## config.mk

```make
export PLATFORM = sky130hd
export DESIGN_NAME = id_stage_pipe_flat
export DESIGN_NICKNAME = d
export VERILOG_FILES = /design/src/rtl/id_stage_pipe_pkg.sv /design/src/rtl/id_stage_pipe_if.sv /design/src/rtl/id_stage_pipe_decoder.sv /design/src/rtl/id_stage_pipe.sv /design/src/flat_wrapper.sv
export SDC_FILE = /design/constraint.sdc
export NUM_CORES = 1
export LEC_CHECK = 0
export CORE_UTILIZATION = 30
export DETAILED_ROUTE_END_ITERATION = 12
export DONT_BUFFER_PORTS = 1
export PLACE_DENSITY = 0.52
export SYNTH_ARGS = -nofsm -noshare
export SYNTH_HDL_FRONTEND = slang
export SYNTH_SLANG_ARGS = --single-unit
```

## constraint.sdc

```tcl
create_clock -name clk -period 2.6 [get_ports clk]
set_clock_uncertainty 0.1 [all_clocks]
set_input_delay 0 -clock clk [delete_from_list [all_inputs] [get_ports clk]]
set_output_delay 0 -clock clk [all_outputs]
set_load 0.01 [all_outputs]
```

## src/rtl/id_stage_pipe_pkg.sv

```systemverilog
`default_nettype none
// ============================================================================
//  Module      : id_stage_pipe_pkg
//  Description : Opcode/funct constants, ALU opcodes, enable levels and
//                operand-select enums shared by the decode stage.
//  Revision    : 1.0 - initial release
// ============================================================================
package id_stage_pipe_pkg;

    // Enable levels (reset is active-low)
    localparam logic c_READ_ENABLE  = 1'b1;
    localparam logic c_WRITE_ENABLE = 1'b1;
    localparam logic c_RST_ENABLE   = 1'b0;

    // Primary opcodes
    localparam logic [5:0] c_OP_SPECIAL = 6'b000000;
    localparam logic [5:0] c_OP_ANDI    = 6'b001100;
    localparam logic [5:0] c_OP_ORI     = 6'b001101;
    localparam logic [5:0] c_OP_XORI    = 6'b001110;
    localparam logic [5:0] c_OP_LUI     = 6'b001111;
    localparam logic [5:0] c_OP_LW      = 6'b100011;
    localparam logic [5:0] c_OP_SW      = 6'b101011;

    // SPECIAL funct codes
    localparam logic [5:0] c_FN_SLL  = 6'b000000;
    localparam logic [5:0] c_FN_SRL  = 6'b000010;
    localparam logic [5:0] c_FN_SRA  = 6'b000011;
    localparam logic [5:0] c_FN_SLLV = 6'b000100;
    localparam logic [5:0] c_FN_SRLV = 6'b000110;
    localparam logic [5:0] c_FN_SRAV = 6'b000111;
    localparam logic [5:0] c_FN_MOVZ = 6'b001010;
    localparam logic [5:0] c_FN_MOVN = 6'b001011;
    localparam logic [5:0] c_FN_AND  = 6'b100100;
    localparam logic [5:0] c_FN_OR   = 6'b100101;
    localparam logic [5:0] c_FN_XOR  = 6'b100110;
    localparam logic [5:0] c_FN_NOR  = 6'b100111;

    // ALU opcodes seen by EX (variable and immediate shifts share one code)
    localparam logic [7:0] c_ALU_NOP  = 8'h00;
    localparam logic [7:0] c_ALU_SRL  = 8'h02;
    localparam logic [7:0] c_ALU_SRA  = 8'h03;
    localparam logic [7:0] c_ALU_SLL  = 8'h04;
    localparam logic [7:0] c_ALU_MOVZ = 8'h0A;
    localparam logic [7:0] c_ALU_MOVN = 8'h0B;
    localparam logic [7:0] c_ALU_ADD  = 8'h20;
    localparam logic [7:0] c_ALU_AND  = 8'h24;
    localparam logic [7:0] c_ALU_OR   = 8'h25;
    localparam logic [7:0] c_ALU_XOR  = 8'h26;
    localparam logic [7:0] c_ALU_NOR  = 8'h27;

    // Operand source selects
    typedef enum logic [1:0] {
        SRC1_RS    = 2'd0,
        SRC1_SHAMT = 2'd1,
        SRC1_ZERO  = 2'd2
    } src1_sel_e;

    typedef enum logic {
        SRC2_RT  = 1'b0,
        SRC2_IMM = 1'b1
    } src2_sel_e;

endpackage
`default_nettype wire

```

## src/rtl/id_stage_pipe_if.sv

```systemverilog
`default_nettype none
// ============================================================================
//  Module      : id_stage_pipe_if
//  Description : IF/ID, register-file, EX and MEM/WB signals of the decode
//                stage. master = surrounding pipeline, slave = decode stage.
//  Revision    : 1.0 - initial release
// ============================================================================
interface id_stage_pipe_if #(
    parameter int DATA_W  = 32,
    parameter int REG_AW  = 5,
    parameter int ALUOP_W = 8,
    parameter int CNT_W   = 16
);
    logic                if_valid;
    logic [31:0]         if_pc;
    logic [31:0]         if_inst;
    logic                id_ready;
    logic                flush;
    logic [REG_AW-1:0]   rf_raddr1;
    logic [REG_AW-1:0]   rf_raddr2;
    logic [DATA_W-1:0]   rf_rdata1;
    logic [DATA_W-1:0]   rf_rdata2;
    logic [DATA_W-1:0]   ex_alu_result;
    logic                ex_ready;
    logic                wb_we;
    logic [REG_AW-1:0]   wb_waddr;
    logic [DATA_W-1:0]   wb_data;
    logic                ex_valid;
    logic                ex_regfile_we;
    logic                ex_mem_re;
    logic                ex_mem_we;
    logic [REG_AW-1:0]   ex_waddr;
    logic [ALUOP_W-1:0]  ex_alu_op;
    logic [DATA_W-1:0]   ex_src1;
    logic [DATA_W-1:0]   ex_src2;
    logic [DATA_W-1:0]   ex_store_data;
    logic [31:0]         ex_pc;
    logic [CNT_W-1:0]    stall_cnt;

    modport master (
        output if_valid, if_pc, if_inst, flush, rf_rdata1, rf_rdata2,
               ex_alu_result, ex_ready, wb_we, wb_waddr, wb_data,
        input  id_ready, rf_raddr1, rf_raddr2, ex_valid, ex_regfile_we,
               ex_mem_re, ex_mem_we, ex_waddr, ex_alu_op, ex_src1, ex_src2,
               ex_store_data, ex_pc, stall_cnt
    );

    modport slave (
        input  if_valid, if_pc, if_inst, flush, rf_rdata1, rf_rdata2,
               ex_alu_result, ex_ready, wb_we, wb_waddr, wb_data,
        output id_ready, rf_raddr1, rf_raddr2, ex_valid, ex_regfile_we,
               ex_mem_re, ex_mem_we, ex_waddr, ex_alu_op, ex_src1, ex_src2,
               ex_store_data, ex_pc, stall_cnt
    );
endinterface
`default_nettype wire

```

## src/rtl/id_stage_pipe_decoder.sv

```systemverilog
`default_nettype none
// ============================================================================
//  Module      : id_decoder
//  Description : Combinational MIPS decoder: register reads, destination,
//                ALU opcode, operand selects, immediate and memory controls.
//                Unsupported encodings decode as a NOP with all enables low.
//  Revision    : 1.0 - initial release
// ============================================================================
module id_decoder
    import id_stage_pipe_pkg::*;
#(
    parameter int DATA_W  = 32,
    parameter int REG_AW  = 5,
    parameter int ALUOP_W = 8
) (
    input  logic [31:0]        i_inst,
    output logic [REG_AW-1:0]  o_rs,
    output logic [REG_AW-1:0]  o_rt,
    output logic               o_re1,
    output logic               o_re2,
    output logic               o_we,
    output logic [REG_AW-1:0]  o_waddr,
    output logic [ALUOP_W-1:0] o_alu_op,
    output src1_sel_e          o_src1_sel,
    output src2_sel_e          o_src2_sel,
    output logic [DATA_W-1:0]  o_imm,
    output logic [DATA_W-1:0]  o_shamt,
    output logic               o_mem_re,
    output logic               o_mem_we
);
    logic [5:0]        w_op;
    logic [5:0]        w_fn;
    logic [REG_AW-1:0] w_rd;
    logic [7:0]        w_alu;

    assign w_op     = i_inst[31:26];
    assign w_fn     = i_inst[5:0];
    assign o_rs     = REG_AW'(i_inst[25:21]);
    assign o_rt     = REG_AW'(i_inst[20:16]);
    assign w_rd     = REG_AW'(i_inst[15:11]);
    assign o_shamt  = DATA_W'(i_inst[10:6]);
    assign o_alu_op = ALUOP_W'(w_alu);

    // Instruction class decode; defaults describe the NOP
    always_comb begin
        o_re1      = 1'b0;
        o_re2      = 1'b0;
        o_we       = 1'b0;
        o_waddr    = '0;
        w_alu      = c_ALU_NOP;
        o_src1_sel = SRC1_ZERO;
        o_src2_sel = SRC2_IMM;
        o_imm      = '0;
        o_mem_re   = 1'b0;
        o_mem_we   = 1'b0;
        case (w_op)
            c_OP_SPECIAL: begin
                case (w_fn)
                    c_FN_OR, c_FN_AND, c_FN_XOR, c_FN_NOR, c_FN_MOVZ, c_FN_MOVN,
                    c_FN_SLLV, c_FN_SRLV, c_FN_SRAV: begin
                        o_re1      = c_READ_ENABLE;
                        o_re2      = c_READ_ENABLE;
                        o_we       = c_WRITE_ENABLE;
                        o_waddr    = w_rd;
                        o_src1_sel = SRC1_RS;
                        o_src2_sel = SRC2_RT;
                    end
                    c_FN_SLL, c_FN_SRL, c_FN_SRA: begin
                        o_re2      = c_READ_ENABLE;
                        o_we       = c_WRITE_ENABLE;
                        o_waddr    = w_rd;
                        o_src1_sel = SRC1_SHAMT;
                        o_src2_sel = SRC2_RT;
                    end
                    default: ;
                endcase
                case (w_fn)
                    c_FN_OR:              w_alu = c_ALU_OR;
                    c_FN_AND:             w_alu = c_ALU_AND;
                    c_FN_XOR:             w_alu = c_ALU_XOR;
                    c_FN_NOR:             w_alu = c_ALU_NOR;
                    c_FN_MOVZ:            w_alu = c_ALU_MOVZ;
                    c_FN_MOVN:            w_alu = c_ALU_MOVN;
                    c_FN_SLL, c_FN_SLLV:  w_alu = c_ALU_SLL;
                    c_FN_SRL, c_FN_SRLV:  w_alu = c_ALU_SRL;
                    c_FN_SRA, c_FN_SRAV:  w_alu = c_ALU_SRA;
                    default:              w_alu = c_ALU_NOP;
                endcase
            end
            c_OP_ORI, c_OP_ANDI, c_OP_XORI: begin
                o_re1      = c_READ_ENABLE;
                o_we       = c_WRITE_ENABLE;
                o_waddr    = o_rt;
                o_src1_sel = SRC1_RS;
                o_imm      = DATA_W'(i_inst[15:0]);
                w_alu      = (w_op == c_OP_ORI)  ? c_ALU_OR  :
                             (w_op == c_OP_ANDI) ? c_ALU_AND : c_ALU_XOR;
            end
            c_OP_LUI: begin
                o_we    = c_WRITE_ENABLE;
                o_waddr = o_rt;
                o_imm   = DATA_W'({i_inst[15:0], 16'h0000});
                w_alu   = c_ALU_OR;
            end
            c_OP_LW, c_OP_SW: begin
                o_re1      = c_READ_ENABLE;
                o_re2      = (w_op == c_OP_SW);
                o_we       = (w_op == c_OP_LW);
                o_waddr    = (w_op == c_OP_LW) ? o_rt : '0;
                o_src1_sel = SRC1_RS;
                o_imm      = DATA_W'($signed(i_inst[15:0]));
                w_alu      = c_ALU_ADD;
                o_mem_re   = (w_op == c_OP_LW);
                o_mem_we   = (w_op == c_OP_SW);
            end
            default: ;
        endcase
    end
endmodule
`default_nettype wire

```

## src/rtl/id_stage_pipe.sv

```systemverilog
`default_nettype none
// ============================================================================
//  Module      : id_stage_pipe
//  Description : Decode stage with forwarding, load-use bubble insertion,
//                EX back-pressure, flush and the ID/EX pipeline register.
//  Revision    : 1.0 - initial release
// ============================================================================
module id_stage_pipe
    import id_stage_pipe_pkg::*;
#(
    parameter int DATA_W  = 32,
    parameter int REG_AW  = 5,
    parameter int ALUOP_W = 8,
    parameter int CNT_W   = 16
) (
    input  logic           clk,
    input  logic           rst,
    id_stage_pipe_if.slave bus
);
    typedef struct packed {
        logic               valid;
        logic               regfile_we;
        logic               mem_re;
        logic               mem_we;
        logic [REG_AW-1:0]  waddr;
        logic [ALUOP_W-1:0] alu_op;
        logic [DATA_W-1:0]  src1;
        logic [DATA_W-1:0]  src2;
        logic [DATA_W-1:0]  store_data;
        logic [31:0]        pc;
    } idex_t;

    idex_t              r_idex;
    idex_t              w_idex_next;
    logic [CNT_W-1:0]   r_stall_cnt;

    logic [REG_AW-1:0]  w_rs, w_rt, w_waddr;
    logic               w_re1, w_re2, w_we, w_mem_re, w_mem_we;
    logic [ALUOP_W-1:0] w_alu_op;
    src1_sel_e          w_src1_sel;
    src2_sel_e          w_src2_sel;
    logic [DATA_W-1:0]  w_imm, w_shamt;
    logic [DATA_W-1:0]  w_fwd1, w_fwd2;
    logic               w_ex_fwd_ok;
    logic               w_hazard;
    logic               w_in_reset;

    id_decoder #(
        .DATA_W  (DATA_W),
        .REG_AW  (REG_AW),
        .ALUOP_W (ALUOP_W)
    ) u_dec (
        .i_inst     (bus.if_inst),
        .o_rs       (w_rs),
        .o_rt       (w_rt),
        .o_re1      (w_re1),
        .o_re2      (w_re2),
        .o_we       (w_we),
        .o_waddr    (w_waddr),
        .o_alu_op   (w_alu_op),
        .o_src1_sel (w_src1_sel),
        .o_src2_sel (w_src2_sel),
        .o_imm      (w_imm),
        .o_shamt    (w_shamt),
        .o_mem_re   (w_mem_re),
        .o_mem_we   (w_mem_we)
    );

    // r0 is hard zero; the held ALU result beats MEM/WB, which beats the RF
    function automatic logic [DATA_W-1:0] f_forward(
        input logic [REG_AW-1:0] addr,
        input logic [DATA_W-1:0] rf_data,
        input logic              ex_ok,
        input logic [REG_AW-1:0] ex_waddr,
        input logic [DATA_W-1:0] ex_data,
        input logic              wb_we,
        input logic [REG_AW-1:0] wb_waddr,
        input logic [DATA_W-1:0] wb_data
    );
        if (addr == '0)                         return '0;
        else if (ex_ok && (ex_waddr == addr))   return ex_data;
        else if (wb_we && (wb_waddr == addr))   return wb_data;
        else                                    return rf_data;
    endfunction

    assign w_in_reset  = (rst == c_RST_ENABLE);
    // A held load has no result yet, so it is never an EX forwarding source
    assign w_ex_fwd_ok = r_idex.valid & r_idex.regfile_we & ~r_idex.mem_re;
    assign w_fwd1 = f_forward(w_rs, bus.rf_rdata1, w_ex_fwd_ok, r_idex.waddr,
                              bus.ex_alu_result, bus.wb_we, bus.wb_waddr, bus.wb_data);
    assign w_fwd2 = f_forward(w_rt, bus.rf_rdata2, w_ex_fwd_ok, r_idex.waddr,
                              bus.ex_alu_result, bus.wb_we, bus.wb_waddr, bus.wb_data);

    // Load-use: the held load writes a register the incoming instruction reads
    assign w_hazard = bus.if_valid & r_idex.valid & r_idex.mem_re & (r_idex.waddr != '0) &
                      ((w_re1 & (w_rs == r_idex.waddr)) | (w_re2 & (w_rt == r_idex.waddr)));

    assign bus.id_ready  = ~w_in_reset & (bus.flush | (bus.ex_ready & ~w_hazard));
    assign bus.rf_raddr1 = w_in_reset ? '0 : w_rs;
    assign bus.rf_raddr2 = w_in_reset ? '0 : w_rt;

    // Assemble the ID/EX entry for the instruction currently in IF/ID
    always_comb begin
        w_idex_next            = '0;
        w_idex_next.valid      = 1'b1;
        w_idex_next.regfile_we = w_we;
        w_idex_next.mem_re     = w_mem_re;
        w_idex_next.mem_we     = w_mem_we;
        w_idex_next.waddr      = w_waddr;
        w_idex_next.alu_op     = w_alu_op;
        w_idex_next.pc         = bus.if_pc;
        case (w_src1_sel)
            SRC1_RS:    w_idex_next.src1 = w_fwd1;
            SRC1_SHAMT: w_idex_next.src1 = w_shamt;
            default:    w_idex_next.src1 = '0;
        endcase
        w_idex_next.src2       = (w_src2_sel == SRC2_RT) ? w_fwd2 : w_imm;
        w_idex_next.store_data = w_mem_we ? w_fwd2 : '0;
    end

    // ID/EX register and bubble counter: reset > flush > hold > bubble > load
    always_ff @(posedge clk) begin
        if (w_in_reset) begin
            r_idex      <= '0;
            r_stall_cnt <= '0;
        end else if (bus.flush) begin
            r_idex <= '0;
        end else if (!bus.ex_ready) begin
            r_idex <= r_idex;
        end else if (w_hazard) begin
            r_idex <= '0;
            if (r_stall_cnt != '1) begin
                r_stall_cnt <= r_stall_cnt + 1'b1;
            end
        end else if (bus.if_valid) begin
            r_idex <= w_idex_next;
        end else begin
            r_idex <= '0;
        end
    end

    assign bus.ex_valid      = r_idex.valid;
    assign bus.ex_regfile_we = r_idex.regfile_we;
    assign bus.ex_mem_re     = r_idex.mem_re;
    assign bus.ex_mem_we     = r_idex.mem_we;
    assign bus.ex_waddr      = r_idex.waddr;
    assign bus.ex_alu_op     = r_idex.alu_op;
    assign bus.ex_src1       = r_idex.src1;
    assign bus.ex_src2       = r_idex.src2;
    assign bus.ex_store_data = r_idex.store_data;
    assign bus.ex_pc         = r_idex.pc;
    assign bus.stall_cnt     = r_stall_cnt;
endmodule
`default_nettype wire
```

## src/flat_wrapper.sv

```systemverilog
// flat-port wrapper written by rule: the top's interface ports become plain ports
module id_stage_pipe_flat import id_stage_pipe_pkg::*;
#(
    parameter int DATA_W  = 32,
    parameter int REG_AW  = 5,
    parameter int ALUOP_W = 8,
    parameter int CNT_W   = 16
)
  (clk, rst, bus_if_valid, bus_if_pc, bus_if_inst, bus_flush, bus_rf_rdata1, bus_rf_rdata2, bus_ex_alu_result, bus_ex_ready, bus_wb_we, bus_wb_waddr, bus_wb_data, bus_id_ready, bus_rf_raddr1, bus_rf_raddr2, bus_ex_valid, bus_ex_regfile_we, bus_ex_mem_re, bus_ex_mem_we, bus_ex_waddr, bus_ex_alu_op, bus_ex_src1, bus_ex_src2, bus_ex_store_data, bus_ex_pc, bus_stall_cnt);
  id_stage_pipe_if #(.DATA_W(DATA_W), .REG_AW(REG_AW), .ALUOP_W(ALUOP_W), .CNT_W(CNT_W)) bus_i ();
  input  logic clk;
  input  logic rst;
  input wire logic [$bits(bus_i.if_valid)-1:0] bus_if_valid;
  input wire logic [$bits(bus_i.if_pc)-1:0] bus_if_pc;
  input wire logic [$bits(bus_i.if_inst)-1:0] bus_if_inst;
  input wire logic [$bits(bus_i.flush)-1:0] bus_flush;
  input wire logic [$bits(bus_i.rf_rdata1)-1:0] bus_rf_rdata1;
  input wire logic [$bits(bus_i.rf_rdata2)-1:0] bus_rf_rdata2;
  input wire logic [$bits(bus_i.ex_alu_result)-1:0] bus_ex_alu_result;
  input wire logic [$bits(bus_i.ex_ready)-1:0] bus_ex_ready;
  input wire logic [$bits(bus_i.wb_we)-1:0] bus_wb_we;
  input wire logic [$bits(bus_i.wb_waddr)-1:0] bus_wb_waddr;
  input wire logic [$bits(bus_i.wb_data)-1:0] bus_wb_data;
  output wire logic [$bits(bus_i.id_ready)-1:0] bus_id_ready;
  output wire logic [$bits(bus_i.rf_raddr1)-1:0] bus_rf_raddr1;
  output wire logic [$bits(bus_i.rf_raddr2)-1:0] bus_rf_raddr2;
  output wire logic [$bits(bus_i.ex_valid)-1:0] bus_ex_valid;
  output wire logic [$bits(bus_i.ex_regfile_we)-1:0] bus_ex_regfile_we;
  output wire logic [$bits(bus_i.ex_mem_re)-1:0] bus_ex_mem_re;
  output wire logic [$bits(bus_i.ex_mem_we)-1:0] bus_ex_mem_we;
  output wire logic [$bits(bus_i.ex_waddr)-1:0] bus_ex_waddr;
  output wire logic [$bits(bus_i.ex_alu_op)-1:0] bus_ex_alu_op;
  output wire logic [$bits(bus_i.ex_src1)-1:0] bus_ex_src1;
  output wire logic [$bits(bus_i.ex_src2)-1:0] bus_ex_src2;
  output wire logic [$bits(bus_i.ex_store_data)-1:0] bus_ex_store_data;
  output wire logic [$bits(bus_i.ex_pc)-1:0] bus_ex_pc;
  output wire logic [$bits(bus_i.stall_cnt)-1:0] bus_stall_cnt;
  assign bus_i.if_valid = bus_if_valid;
  assign bus_i.if_pc = bus_if_pc;
  assign bus_i.if_inst = bus_if_inst;
  assign bus_i.flush = bus_flush;
  assign bus_i.rf_rdata1 = bus_rf_rdata1;
  assign bus_i.rf_rdata2 = bus_rf_rdata2;
  assign bus_i.ex_alu_result = bus_ex_alu_result;
  assign bus_i.ex_ready = bus_ex_ready;
  assign bus_i.wb_we = bus_wb_we;
  assign bus_i.wb_waddr = bus_wb_waddr;
  assign bus_i.wb_data = bus_wb_data;
  assign bus_id_ready = bus_i.id_ready;
  assign bus_rf_raddr1 = bus_i.rf_raddr1;
  assign bus_rf_raddr2 = bus_i.rf_raddr2;
  assign bus_ex_valid = bus_i.ex_valid;
  assign bus_ex_regfile_we = bus_i.ex_regfile_we;
  assign bus_ex_mem_re = bus_i.ex_mem_re;
  assign bus_ex_mem_we = bus_i.ex_mem_we;
  assign bus_ex_waddr = bus_i.ex_waddr;
  assign bus_ex_alu_op = bus_i.ex_alu_op;
  assign bus_ex_src1 = bus_i.ex_src1;
  assign bus_ex_src2 = bus_i.ex_src2;
  assign bus_ex_store_data = bus_i.ex_store_data;
  assign bus_ex_pc = bus_i.ex_pc;
  assign bus_stall_cnt = bus_i.stall_cnt;
  id_stage_pipe #(.DATA_W(DATA_W), .REG_AW(REG_AW), .ALUOP_W(ALUOP_W), .CNT_W(CNT_W)) u_core (.clk(clk), .rst(rst), .bus(bus_i));
endmodule
```

==> impl_metrics.tcl <==
set metrics [dict create \
    outcome "completed" \
    worstMarginPinSlew_ns 0.763 \
    pre_cts_ws_ns 0.0935 \
    worst-path-stages 8 \
    r2r_end "u_core.bus.ex_src1[3]" \
    antenna_found_initial 1 \
    syn2layout_area_growth_pct 45.2 \
    slew_viol_final 0 \
    holdWs_ns 0.0333 \
    dr_total_vias 7544 \
    num_rows 58 \
    routedWlPerCell_um 22.8 \
    relSlewSlack_pct 49.2 \
    crit_path_start "u_core.bus.ex_waddr[1]" \
    fin_crit_sh_pct 96.9 \
    crit_chain "or4_4 -> o21ai_4 -> nor3_2 -> buf_4 -> a221oi_4 -> and4_4 -> buf_12 -> a221o_1" \
    crit_type "reg2reg" \
    fmaxAchievable_mhz 397 \
    setup_violations 0 \
    synth_area_sq_mm 0.00769 \
    grt_pass1_vias 7783 \
    crit_path_max_fanout 15 \
    finalHoldViolations 0 \
    vias_per_cell 5.40 \
    synthCells 840 \
    first_iter_violations 518 \
    synthTopCellsByArea "dfxtp_1 41%, a22o_1 9.8%, mux2i_1 9.2%" \
    avgSynthCellArea_sq_um 9.16 \
    port-buffer-count 0 \
    cts-htree-levels 4 \
    core_sq_mm 0.0252 \
    worstReg2RegStart "u_core.bus.ex_waddr[1]" \
    drv_cap 0 \
    crit_arrival_ns 2.78 \
    dieHeight_um 162 \
    start_util_pct 30.6 \
    cts_tree "built" \
    whs_endpoint "u_core.bus.ex_alu_op[3]" \
    synth.most_common_cell "dfxtp_1" \
    yosysTopAreaCell "dfxtp_1" \
    async_flop_share_pct 0 \
    ys.flop_type "dfxtp_1" \
    die_w_um 162 \
    rrSetupSlack_ns 0.08 \
    numCtsBuffers 17 \
    post-route-drc-count 0 \
    hold_depth 4 \
    drive_gt1_share_pct 9.76 \
    crit_slowest_cell "or4_4" \
    cp_top_family "simple AND/OR/NAND/NOR gates" \
    cts.sinks 158 \
    clkSlewWorstSetupHoldPaths_ns 0.07 \
    cp_data_required_time_ns 2.86 \
    irDropWorstVdd_mv 0.325 \
    clockRootBuffer "clkbuf_16" \
    hold_path_startpoint "bus_if_inst[28]" \
    startpoint_type "register" \
    synth_top_area_share_pct 41.1 \
    crit_buf_inv 2 \
    synth-edff-count 0 \
    p_per_area_mw_per_mm2 496 \
    clk_path_buf_depth 2 \
    ys_seq_area_share_pct 41.1 \
    finalCriticalPeriod_ns 2.52 \
    synth-seq-cells 158 \
    die_area_sq_mm 0.0263 \
    gp_congestion 0.811 \
    clk_latency_ns 0.43 \
    p_leak_nw 4.21 \
    routed_wirelength_mm 31.8 \
    cp-end-kind "register" \
    grt_pass1_wl_mm 47.4 \
    dpl.hpwl_mm 20.3 \
    netlist-cell-type-count 53 \
    ys_warn_count 0 \
    nets 1257 \
    drt_pre_antenna_iters 4 \
    ant_nets 0 \
    hold_path.class "in2reg" \
    ys_top_cells_by_count "158 x dfxtp_1, 87 x nand2_1, 86 x a22o_1, 71 x mux2i_1, 52 x o21ai_0" \
    finalWorstSetupSlack_ns 0.0802 \
    grt_max_degree 143 \
    gr-usage-all-layers_pct 23.8 \
    overflow 0 \
    rr_worst_depth 8 \
    total_power_mw 5.54 \
    ios 375 \
    critPathMaxStageDelay_ns 0.54 \
]
==> through the flow <==
| stage | cells | cell area, sq um | TNS, ns | utilization (%) |
|---|---|---|---|---|
| 6_report | 1398 | 11200 | 0 | 44.4 |
| 5_1_grt | 1397 | 11200 | -0.00307 | 44.4 |
| 2_1_floorplan | 842 | 7700 | 0 | - |
| 3_5_place_dp | 1132 | 8190 | 0 | 32.5 |
| 3_3_place_gp | 1132 | 8190 | 0 | 32.5 |
| 4_1_cts | 1392 | 11100 | 0 | 43.9 |
==> repair_timing <==
action | in CTS | in global routing
resized for setup | 0 | 11
endpoints found under the setup margin | 0 | 38
buffers inserted | 0 | 2
endpoints found under the hold margin | 156 | 0
hold buffers | 228 | 0
==> power by group <==
part           switching, mW  total, mW  internal [mW]
Clock                   1.11       2.47           1.37
Sequential            0.0178       2.45           2.43
Combinational          0.271      0.621          0.349
==> cell type report <==
cell class | instances | area [sq um]
Antenna cell | 2 | 5.00
Clock buffer | 19 | 443
Clock inverter | 13 | 131
Fill cell | 2378 | 14000
Inverter | 4 | 15.0
Multi-Input combinational cell | 607 | 4270
Sequential cell | 158 | 3160
Tap cell | 330 | 413
Timing Repair Buffer | 265 | 2730
==> kinds of logic (layout without fill, tap and decap cells) <==
| kind of cell | Yosys count | in the layout | share of synthesized area [%] |
|---|---|---|---|
| flops | 158 | 158 | 41.1 |
| simple gates | 210 | 210 | 13.6 |
| xor+xnor | 20 | 20 | 2.28 |
| fa+ha+maj | 1 | 1 | 0.163 |
| buf+inv | 77 | 301 | 4.26 |
| other cells | 1 | 5 | 0.0487 |
| mux | 81 | 81 | 10.7 |
| compound gates | 292 | 292 | 27.9 |
==> registers in the layout, indices dropped and copies added (netlist names) <==
name	flops
u_core.bus.ex_alu_op	5
u_core.bus.ex_mem_re	1
u_core.bus.ex_mem_we	1
u_core.bus.ex_pc	32
u_core.bus.ex_regfile_we	1
u_core.bus.ex_src1	32
u_core.bus.ex_src2	32
u_core.bus.ex_store_data	32
u_core.bus.ex_valid	1
u_core.bus.ex_waddr	5
u_core.bus.stall_cnt	16
==> worst reg2reg max path, cell delays in order (launching register included) <==
cell	delay (ns)
dfxtp_1	0.33
or4_4	0.54
o21ai_4	0.21
nor3_2	0.10
buf_4	0.17
a221oi_4	0.34
and4_4	0.34
buf_12	0.17
a221o_1	0.16
==> per-layer routing <==
layer	wire length [um]	share of wire, %	up-vias	track usage [%]
met2	15100	48	334	38.5
met3	2390	7.5	67	7.18
met4	1090	3.4	0	10.4
met5	0	0	-	0
met1	13200	42	3587	29.1
li1	-	-	3556	-
==> worst max path at each step <==
stage	end	slack [ns]
after floorplan	u_core.bus.ex_store_data[1]	0.23
after global placement	u_core.bus.ex_src2[5]	0.16
after detailed placement	u_core.bus.ex_src2[19]	0.09
after CTS	u_core.bus.ex_src1[4]	0.08
after global routing	u_core.bus.stall_cnt[4]	-0.003
final	u_core.bus.ex_src1[3]	0.08
==> cell usage in the layout (no fill, tap or decap), types with 3 or more instances in the layout <==
master	instances
o21ai_0	51
inv_1	3
inv_6	3
buf_4	24
conb_1	3
a21oi_1	49
mux2_2	10
nand2b_1	9
a22oi_1	7
o41ai_1	3
a21o_1	24
or4_1	6
o41ai_2	8
and3_1	4
clkbuf_16	19
nor3_1	3
o21a_1	5
clkinv_4	5
nand2_1	87
nand3_1	10
nand4_1	5
o31ai_1	6
nor2_1	34
a22o_1	86
and2_1	20
a221o_1	3
mux2i_1	71
dfxtp_1	157
xnor2_1	12
buf_12	8
nor4_1	8
xor2_1	8
a32o_1	9
dlygate4sd3_1	227
a32oi_1	11
o21ai_1	20
No activity file was read; power rests on OpenSTA's default activity.
